==> src/rtl/decoder_pkg.sv <==
// Shared types and defaults for the range decoder.
// Optional wrap-around of indices is selected with DECODER_RANGE_SEQ_WRAP_EN.
package decoder_pkg;

    localparam int DEF_ADDR_W = 6;
    localparam int DEF_OUT_W  = 40;
    localparam int DEF_CNT_W  = 3;

    typedef enum logic {
        IDLE = 1'b0,
        WALK = 1'b1
    } state_t;

    localparam logic MODE_MASK = 1'b0;
    localparam logic MODE_WALK = 1'b1;

endpackage

==> src/rtl/decoder_range_mask.sv <==
// Combinational range decoder: sets bits addr..addr+len_m1, flags dropped indices.
// With DECODER_RANGE_SEQ_WRAP_EN, indices wrap modulo OUT_W and only addr >= OUT_W errors.
module decoder_range_mask
    import decoder_pkg::*;
#(
    parameter int OUT_W = DEF_OUT_W,
    parameter int CNT_W = DEF_CNT_W,
    parameter int IDX_W = DEF_ADDR_W + 1
) (
    input  logic [IDX_W-1:0] addr,
    input  logic [CNT_W-1:0] len_m1,
    output logic [OUT_W-1:0] mask,
    output logic             err
);

    localparam int LEN_N = 1 << CNT_W;

    int pos;

    // NOTE: every output and temporary gets a default first so no latch is inferred.
    always_comb begin
        mask = '0;
        err  = 1'b0;
        pos  = 0;
        for (int i = 0; i < LEN_N; i++) begin
            if (i <= int'(len_m1)) begin
                pos = int'(addr) + i;
`ifdef DECODER_RANGE_SEQ_WRAP_EN
                if (int'(addr) >= OUT_W) begin
                    err = 1'b1;
                end else begin
                    pos = pos % OUT_W;
                    for (int b = 0; b < OUT_W; b++) begin
                        if (pos == b) mask[b] = 1'b1;
                    end
                end
`else
                if (pos >= OUT_W) begin
                    err = 1'b1;
                end else begin
                    for (int b = 0; b < OUT_W; b++) begin
                        if (pos == b) mask[b] = 1'b1;
                    end
                end
`endif
            end
        end
    end

endmodule

==> src/rtl/decoder_range_seq.sv <==
// Registered range/walk decoder producing write-enable masks with valid/ready on both sides.
// Define DECODER_RANGE_SEQ_WRAP_EN to wrap indices modulo OUT_W instead of dropping them.
module decoder_range_seq
    import decoder_pkg::*;
#(
    parameter int ADDR_W = DEF_ADDR_W,
    parameter int OUT_W  = DEF_OUT_W,
    parameter int CNT_W  = DEF_CNT_W
) (
    input  logic              clk,
    input  logic              rst_n,
    input  logic              in_valid,
    output logic              in_ready,
    input  logic [ADDR_W-1:0] in_addr,
    input  logic [CNT_W-1:0]  in_len_m1,
    input  logic              in_mode,
    input  logic              en,
    output logic              out_valid,
    input  logic              out_ready,
    output logic [OUT_W-1:0]  out_mask,
    output logic              out_last,
    output logic              out_err
);

    // One spare bit so start + length never wraps inside the index arithmetic.
    localparam int IDX_W = ((ADDR_W > CNT_W) ? ADDR_W : CNT_W) + 1;

    state_t             state, state_nxt;
    logic               valid_q, valid_nxt;
    logic [OUT_W-1:0]   mask_q, mask_nxt;
    logic               last_q, last_nxt;
    logic               err_q, err_nxt;
    logic [IDX_W-1:0]   idx_q, idx_nxt;
    logic [CNT_W-1:0]   rem_q, rem_nxt;

    logic [IDX_W-1:0]   dec_addr;
    logic [CNT_W-1:0]   dec_len;
    logic [OUT_W-1:0]   dec_mask;
    logic               dec_err;
    logic               accept, consume;

    function automatic logic [IDX_W-1:0] step_idx(input logic [IDX_W-1:0] idx);
`ifdef DECODER_RANGE_SEQ_WRAP_EN
        if (int'(idx) == OUT_W - 1) return '0;
`endif
        return idx + 1'b1;
    endfunction

    assign in_ready = (state == IDLE) && (!valid_q || out_ready);
    assign accept   = in_valid && in_ready;
    assign consume  = valid_q && out_ready;

    // In WALK the decoder sees the latched index; otherwise the incoming request.
    assign dec_addr = (state == WALK) ? idx_q : IDX_W'(in_addr);
    assign dec_len  = (state == WALK || in_mode == MODE_WALK) ? '0 : in_len_m1;

    decoder_range_mask #(
        .OUT_W (OUT_W),
        .CNT_W (CNT_W),
        .IDX_W (IDX_W)
    ) u_mask (
        .addr   (dec_addr),
        .len_m1 (dec_len),
        .mask   (dec_mask),
        .err    (dec_err)
    );

    always_comb begin
        state_nxt = state;
        valid_nxt = valid_q;
        mask_nxt  = mask_q;
        last_nxt  = last_q;
        err_nxt   = err_q;
        idx_nxt   = idx_q;
        rem_nxt   = rem_q;
        case (state)
            IDLE: begin
                if (accept) begin
                    valid_nxt = 1'b1;
                    mask_nxt  = dec_mask;
                    err_nxt   = dec_err;
                    if (in_mode == MODE_MASK || in_len_m1 == '0) begin
                        last_nxt = 1'b1;
                    end else begin
                        last_nxt  = 1'b0;
                        idx_nxt   = step_idx(IDX_W'(in_addr));
                        rem_nxt   = in_len_m1;
                        state_nxt = WALK;
                    end
                end else if (consume) begin
                    valid_nxt = 1'b0;
                end
            end
            WALK: begin
                if (consume) begin
                    mask_nxt = dec_mask;
                    err_nxt  = dec_err;
                    idx_nxt  = step_idx(idx_q);
                    rem_nxt  = rem_q - 1'b1;
                    last_nxt = (rem_q == CNT_W'(1));
                    if (rem_q == CNT_W'(1)) state_nxt = IDLE;
                end
            end
            default: state_nxt = IDLE;
        endcase
    end

    // NOTE: sequential state uses non-blocking assignments; every register, including
    // the walk index and counter, is cleared by the asynchronous reset.
    always_ff @(posedge clk or negedge rst_n) begin
        if (!rst_n) begin
            state   <= IDLE;
            valid_q <= 1'b0;
            mask_q  <= '0;
            last_q  <= 1'b0;
            err_q   <= 1'b0;
            idx_q   <= '0;
            rem_q   <= '0;
        end else begin
            state   <= state_nxt;
            valid_q <= valid_nxt;
            mask_q  <= mask_nxt;
            last_q  <= last_nxt;
            err_q   <= err_nxt;
            idx_q   <= idx_nxt;
            rem_q   <= rem_nxt;
        end
    end

    assign out_valid = valid_q;
    assign out_mask  = en ? mask_q : '0;
    assign out_last  = last_q;
    assign out_err   = err_q;

endmodule

==> config.mk <==
export PLATFORM = sky130hd
export DESIGN_NAME = decoder_range_seq
export DESIGN_NICKNAME = d
export VERILOG_FILES = /design/src/rtl/decoder_pkg.sv /design/src/rtl/decoder_range_mask.sv /design/src/rtl/decoder_range_seq.sv
export SDC_FILE = /design/constraint.sdc
export NUM_CORES = 1
export LEC_CHECK = 0
export CAP_MARGIN = 5
export CORE_ASPECT_RATIO = 0.9
export CORE_MARGIN = 2
export CORE_UTILIZATION = 37
export CTS_BUF_LIST = sky130_fd_sc_hd__clkbuf_8 sky130_fd_sc_hd__clkbuf_16
export CTS_CLUSTER_DIAMETER = 60
export DETAILED_ROUTE_END_ITERATION = 7
export HOLD_SLACK_MARGIN = 0.12
export PLACE_DENSITY = 0.55
export SLEW_MARGIN = 20
export SYNTH_ARGS = -nofsm -noshare
export SYNTH_HDL_FRONTEND = slang
export SYNTH_HIERARCHICAL = 1
export SYNTH_SLANG_ARGS = --single-unit
==> constraint.sdc <==
create_clock -name clk -period 4.27 [get_ports clk]
set_input_delay 1.281 -clock clk [delete_from_list [all_inputs] [get_ports clk]]
set_output_delay 1.281 -clock clk [all_outputs]
set_load 0.03 [all_outputs]
# ---- Word level (Yosys, flattened, before mapping)
# Index checks and enable logic that the tools add are counted.
dict set report op_classes {
  n_lt_le_gt_ge 15
  n_addsub 10
  n_eq_ne 317
  reduce_logical 21
  muxes 1017
  n_bitwise 2
}
# cell n
set op_table {}
lappend op_table {{== test 32 x 6 -> 1 bit, second input constant} 112}
lappend op_table {{== test 32 x 5 -> 1 bit, second input constant} 56}
lappend op_table {{== test 32 x 7 -> 1 bit, second input constant} 56}
lappend op_table {{two-way mux 40 bit} 27}
lappend op_table {{two-way mux 1 bit} 968}
lappend op_table {{== test 32 x 4 -> 1 bit, second input constant} 28}
lappend op_table {{== test 32 x 3 -> 1 bit, second input constant} 14}
lappend op_table {{logical NOT 32 bit} 8}
lappend op_table {{== test 32 x 2 -> 1 bit, second input constant} 7}
lappend op_table {{greater-or-equal comparator 32 x 7 -> 1 bit, second input constant} 7}
lappend op_table {{== test 7 x 6 -> 1 bit, second input constant} 16}
lappend op_table {{case mux 40 bit (2 select lines)} 1}
lappend op_table {{== test 7 x 5 -> 1 bit, second input constant} 8}
lappend op_table {{== test 7 bit, second input constant} 8}
lappend op_table {{two-way mux 7 bit} 8}
lappend op_table {{adder 7 x 3 -> 8 bit, second input constant} 4}
lappend op_table {{== test 7 x 4 -> 1 bit, second input constant} 4}
lappend op_table {{two-way mux 3 bit} 8}
lappend op_table {{adder 7 x 2 -> 8 bit, second input constant} 2}
lappend op_table {{== test 7 x 3 -> 1 bit, second input constant} 2}
lappend op_table {{case mux 7 bit (2 select lines)} 1}
lappend op_table {{less-or-equal comparator 3 bit, first input constant} 4}
lappend op_table {{adder 7 x 1 -> 8 bit, second input constant} 1}
lappend op_table {{adder 6 x 1 -> 7 bit, second input constant} 1}
lappend op_table {{other kinds (20)} 31}
dict set report totals {
  register_bits 54
}

# ---- Logic depth before layout (Yosys ltp)
dict set report depth {
  ltp_word 50
  ltp_mapped 15
  mapped_depth_nobuf 11
}

# ---- Modules after synthesis
# Netlist, hierarchy kept.
# module cells_per_inst instances area_per_inst_um2
set modules_own_cells {}
lappend modules_own_cells {decoder_range_mask 716 1 4159.0}
lappend modules_own_cells {decoder_range_seq 218 1 2662.6}

# ---- Worst setup path after synthesis
# No wires, ideal clock.
dict set report synth_path {
  path_kind {in2reg}
  start {input port in_addr[2]}
  end {register mask_q[30]}
  path_slack_ns 0.156
  arrival_ns 3.989
  path_buffers 2
  path_stages 13
  required_ns 4.145
  setup_ns 0.125
  cell_sequence {mux2_2 inv_1 clkbuf_1 ha_1 clkbuf_1 a21boi_0 nor2_1 xnor2_1 nand4_1 o31ai_1 a31oi_1 o211ai_1 mux2_2}
}
dict set report synth_between {
  elab_chain_cells 50
}
# item line_no
set synth_lines {}
lappend synth_lines {{from (decl)} decoder_range_seq.sv:14} ;# input logic [ADDR_W-1:0] in_addr,
lappend synth_lines {{two-way mux 7 bit (*)} decoder_range_seq.sv:54} ;# assign dec_addr = (state == WALK) ? idx_q : IDX_W'(in_addr);
lappend synth_lines {{parallel branches: the longest is 45 deep, another holds greater-or-equal comparator 32 x 7 -> 1 bit} -}
lappend synth_lines {{two-way mux 40 bit (*)} decoder_range_mask.sv:26} ;# if (i <= int'(len_m1)) begin
lappend synth_lines {{net dec_mask[30]} decoder_range_seq.sv:38} ;# logic [OUT_W-1:0] dec_mask;
lappend synth_lines {{two-way mux 40 bit, on equally long branches} {decoder_range_seq.sv:95, decoder_range_seq.sv:78}}
lappend synth_lines {{two-way mux 40 bit} decoder_range_seq.sv:76} ;# case (state)
lappend synth_lines {{case mux 40 bit (2 select lines) (*)} decoder_range_seq.sv:76}
lappend synth_lines {{to (signal assigned)} decoder_range_seq.sv:122} ;# mask_q <= mask_nxt;
lappend synth_lines {{to (decl)} decoder_range_seq.sv:30} ;# logic [OUT_W-1:0] mask_q, mask_nxt;
# Mark *: on every way through the listed nets, which the timed path passes. The select of a mux whose other input is x is not followed.
# A chain may end at the register's enable or synchronous reset.

# ---- Worst setup path after layout
dict set report layout_path {
  start {input port in_addr[2]}
  end {register err_q, in the netlist out_err}
}
dict set report layout_between {
  elab_chain_cells 27
}
# item line_no
set layout_lines {}
lappend layout_lines {{two-way mux 7 bit (*)} decoder_range_seq.sv:54}
lappend layout_lines {{net dec_addr[2]} decoder_range_seq.sv:36} ;# logic [IDX_W-1:0] dec_addr;
lappend layout_lines {{adder 7 x 1 -> 8 bit or greater-or-equal comparator 7 x 6 -> 1 bit (tied branches)} {decoder_range_mask.sv:27, decoder_range_mask.sv:38}}
lappend layout_lines {{greater-or-equal comparator 32 x 7 -> 1 bit or two-way mux 1 bit (tied branches)} decoder_range_mask.sv:38} ;# if (pos >= OUT_W) begin
lappend layout_lines {{two-way mux 1 bit} decoder_range_mask.sv:38}
lappend layout_lines {{two-way mux 1 bit (2 in series)} decoder_range_mask.sv:26}
lappend layout_lines {{two-way mux 1 bit} decoder_range_mask.sv:38}
lappend layout_lines {{two-way mux 1 bit (2 in series)} decoder_range_mask.sv:26}
lappend layout_lines {{[10 not listed]} -}
lappend layout_lines {{two-way mux 1 bit (2 in series)} decoder_range_mask.sv:26}
lappend layout_lines {{two-way mux 1 bit} decoder_range_mask.sv:38}
lappend layout_lines {{two-way mux 1 bit} decoder_range_mask.sv:26}
lappend layout_lines {{two-way mux 1 bit (*)} decoder_range_mask.sv:26}
lappend layout_lines {{net dec_err} decoder_range_seq.sv:39} ;# logic dec_err;
lappend layout_lines {{two-way mux 1 bit, on equally long branches} {decoder_range_seq.sv:95, decoder_range_seq.sv:78}}
lappend layout_lines {{two-way mux 1 bit} decoder_range_seq.sv:76}
lappend layout_lines {{case mux 1 bit (2 select lines) (*)} decoder_range_seq.sv:76}
lappend layout_lines {{to (signal assigned)} decoder_range_seq.sv:124} ;# err_q <= err_nxt;
lappend layout_lines {{to (decl)} decoder_range_seq.sv:32} ;# logic err_q, err_nxt;
# The timed path passes the listed nets; every way through them passes the cells marked *. The select of a mux whose other input is x is not followed.

==> run metrics <==
outcome completed; routed len/inst 26.4 µm; Yosys reg bits 54; Die W 147 µm; Max VDD drop ~0.00016 V; average size of a mapped cell approximately 7.3 µm²; Synth top area share between 10% and 20%; share of layout cells above drive strength 1 about a third; sequential area share after synthesis between 10% and 20%; Syn. warnings 6; vias after detailed routing around 9,200; number of flops mapped to enable cells by yosys 0; grt ovf 0; Post-Syn Area just under 7000 µm²; global router's overall resource usage 37.6%; drt total wl roughly 38 mm; vias in the first global route between 8,000 and 9,000; Distinct cells, synth 86; FF-to-FF setup slack between 0.8 and 0.9 ns; Non-Filler Instances about 1,400; sw frac around 40%; Max-slew headroom between 20% and 30%; Setup Buffers After CTS 0; number of port buffers between 50 and 60; most common flop cell mapped by yosys dfrtp_1; Antenna Cells 0; pwr dens roughly 180 nW/µm²; Final Slew Violations 0; TritonCTS Sinks 54; switching pwr slightly below 0.7 mW; area grow syn2layout 37.7%; Post-Synthesis Cells between 900 and 1,000; DIE AREA between 15,000 and 20,000 µm²; Int Pwr about 1.0 mW; RD Place Congestion approximately 1.1; Logic pwr share approximately 43%; final setup vio count 0; Final TNS setup 0 ns; crit end category flip-flop; dpl cells about 1,400; H-tree depth 2; DR DRC count 0; Pre-Repair DR Iteration Count 6; FFs w/ async S/R, synth 100%; first-pass GRT wire length 55.0 mm; Final Util between 50% and 60%; slowest CP cell clkdlybuf4s50_1; Max Freq approximately 240 MHz; Worst-Skew Late Latency roughly 0.33 ns; NumNets Final between 1,000 and 1,500; Worst-path clk slew roughly 0.08 ns; largest cells by area after synthesis dfrtp_1 (20%), mux2_2 (7.1%), nand2_1 (6.1%); post-DR vias/cell approximately 6.5; cells along the critical path clkdlybuf4s50_1 > mux2_2 > ha_1 > buf_4 > and2_1 > buf_12 > o21ai_0 > a211oi_2 > nand3_1 > o211ai_1 > a31oi_2 > buf_4 > o311ai_0 > mux2_2; Hold Crit Class flip-flop to flip-flop; Hold Buf Count CTS 0; site row count 47; placed wire-length estimate 29.9 mm; root buffer cell clkbuf_16; CTS tree built; pin count of the biggest net entering global routing 45; Routed Antenna Nets 0; CTS max path bufs 2; post-synth top area cell dfrtp_1; MaxCap Viol Count 0; # IOs just under 60; Flop pwr share 30.5%; critical path arrival between 4 and 5 ns; CP startpoint kind primary input; Mapped Nets 961; Clk pwr share 26.8%; CORE AREA about 18,000 µm²; max incr delay on CP roughly 0.42 ns; crit-path max FO 9; Crit Path Class primary input to flip-flop; clock skew approximately 0.017 ns; leakage just over 4 nW; CP required between 4 and 5 ns; drt initial violations between 1,000 and 1,500; CTS buffer count 5; slew at the pin with the worst max-slew slack around 1.1 ns; antenna violations before repair 2; RSZ-0062 raised after global routing no; final number of hold-violating endpoints 0; chip height approximately 130 µm; post-route clock period utilization a little over nine tenths; minimum clock period 4.16 ns; Starting Density 37.4%
## power groups by stage
stage	combinational (mW)	clock [mW]	sequential, mW
final	0.740	0.465	0.528
after global routing	0.765	0.495	0.529
after CTS	0.704	0.479	0.528
after detailed placement	0.701	0	0.538
after global placement	0.713	0	0.538
after floorplan	0.318	0	0.539
## state kept, by name, summed over array words and instances (netlist names)
name       cells
state          1
rem_q          3
out_valid      1
out_last       1
out_err        1
mask_q        40
idx_q          7
## layer usage
layer / global-route usage (%) / share of wire [%] / vias up
met1: 51.4 / 40 / 4254
met2: 53.9 / 40 / 785
met5: 0 / 0.021 / -
li1: - / - / 4003
met4: 19.0 / 6.3 / 2
met3: 10.9 / 13 / 155
## worst paths after layout
check,start,cells past startpoint,endpoint
setup / recovery,in_addr[2],14,out_err
hold / removal,rem_q[1],2,rem_q[1]
setup reg to reg,state,13,out_err
hold reg to reg,rem_q[1],2,rem_q[1]
max in group asynchronous,rst_n,2,rem_q[0]
min in group asynchronous,rst_n,1,mask_q[0]
## cell usage after synthesis (10+ instances only)
master	instances
nand4_1	10
and2_1	52
nor2b_1	14
a21oi_1	45
xnor2_1	13
and3_1	20
buf_2	19
o22ai_1	28
ha_1	12
nor3_1	41
o32ai_1	10
o21ai_0	38
o211ai_1	20
dfrtp_1	54
mux2_2	43
nand3_1	48
clkbuf_1	33
nor2_1	94
a32oi_1	16
nand2_1	110
a31oi_1	19
## cell families after synthesis
logic type,share of synthesized area [%]
DFF,19.8
and+or+nand+nor,32.0
AOI/OAI and AO/OA,28.5
buffers and inverters,5.59
adders and majority gates,2.20
muxes,8.84
xor gates and xnor gates,3.06
## through the flow
step	instance area [µm²]	hold WS [ns]	power (mW)	worst slack, ns
floorplan	6820	0.443	0.857	0.156
CTS	9360	0.491	1.71	0.0492
global placement	9200	0.466	1.25	-0.319
detailed placement	9200	0.471	1.24	-0.339
finish	9390	0.484	1.73	0.114
global route	9390	0.525	1.79	0.0187
## layout by cell type (no fill, tap or decap), drive strengths merged, types with 5 or more instances in the layout
master,Yosys,layout
nand2b,5,5
nor4,9,9
nor3,43,43
a211oi,8,8
a22oi,8,8
ha,12,12
and3,21,21
a32oi,16,16
clkdlybuf4s50,0,17
a32o,5,5
buf,34,289
nor2b,14,14
o32ai,10,10
mux2,48,48
o21ai,44,44
and2,55,55
or3,5,5
o211ai,20,20
a31oi,21,21
xnor2,14,14
clkbuf,34,5
dfrtp,54,54
nand4,11,11
xor2,9,9
o21a,8,8
nand3,48,48
o22ai,28,28
inv,10,11
nor2,95,95
nand2,110,110
o31ai,5,5
a21oi,46,46
o221ai,9,9
## worst max-delay path, delay by kind of cell
kind | cells | cell delay (ns)
AND/OR/NAND/NOR | 2 | 0.32
AO/OA/AOI/OAI | 5 | 0.97
adder cells (fa/ha/maj) | 1 | 0.25
multiplexers | 2 | 0.60
buffers and inverters | 4 | 0.90
## final cells by class
type | instances | area (µm²)
timing repair buffer | 306 | 2410
clock inverter | 3 | 28.8
clock buffer | 5 | 125
sequential | 54 | 1350
multi-input combinational | 801 | 5120
tap | 245 | 307
inverter | 11 | 41.3
fill | 1865 | 8840
## timing repair
action	CTS	global route
cloned	0	0
setup endpoints to repair	1	14
gates resized for setup	1	6
Power figures use the tool's default switching activity.
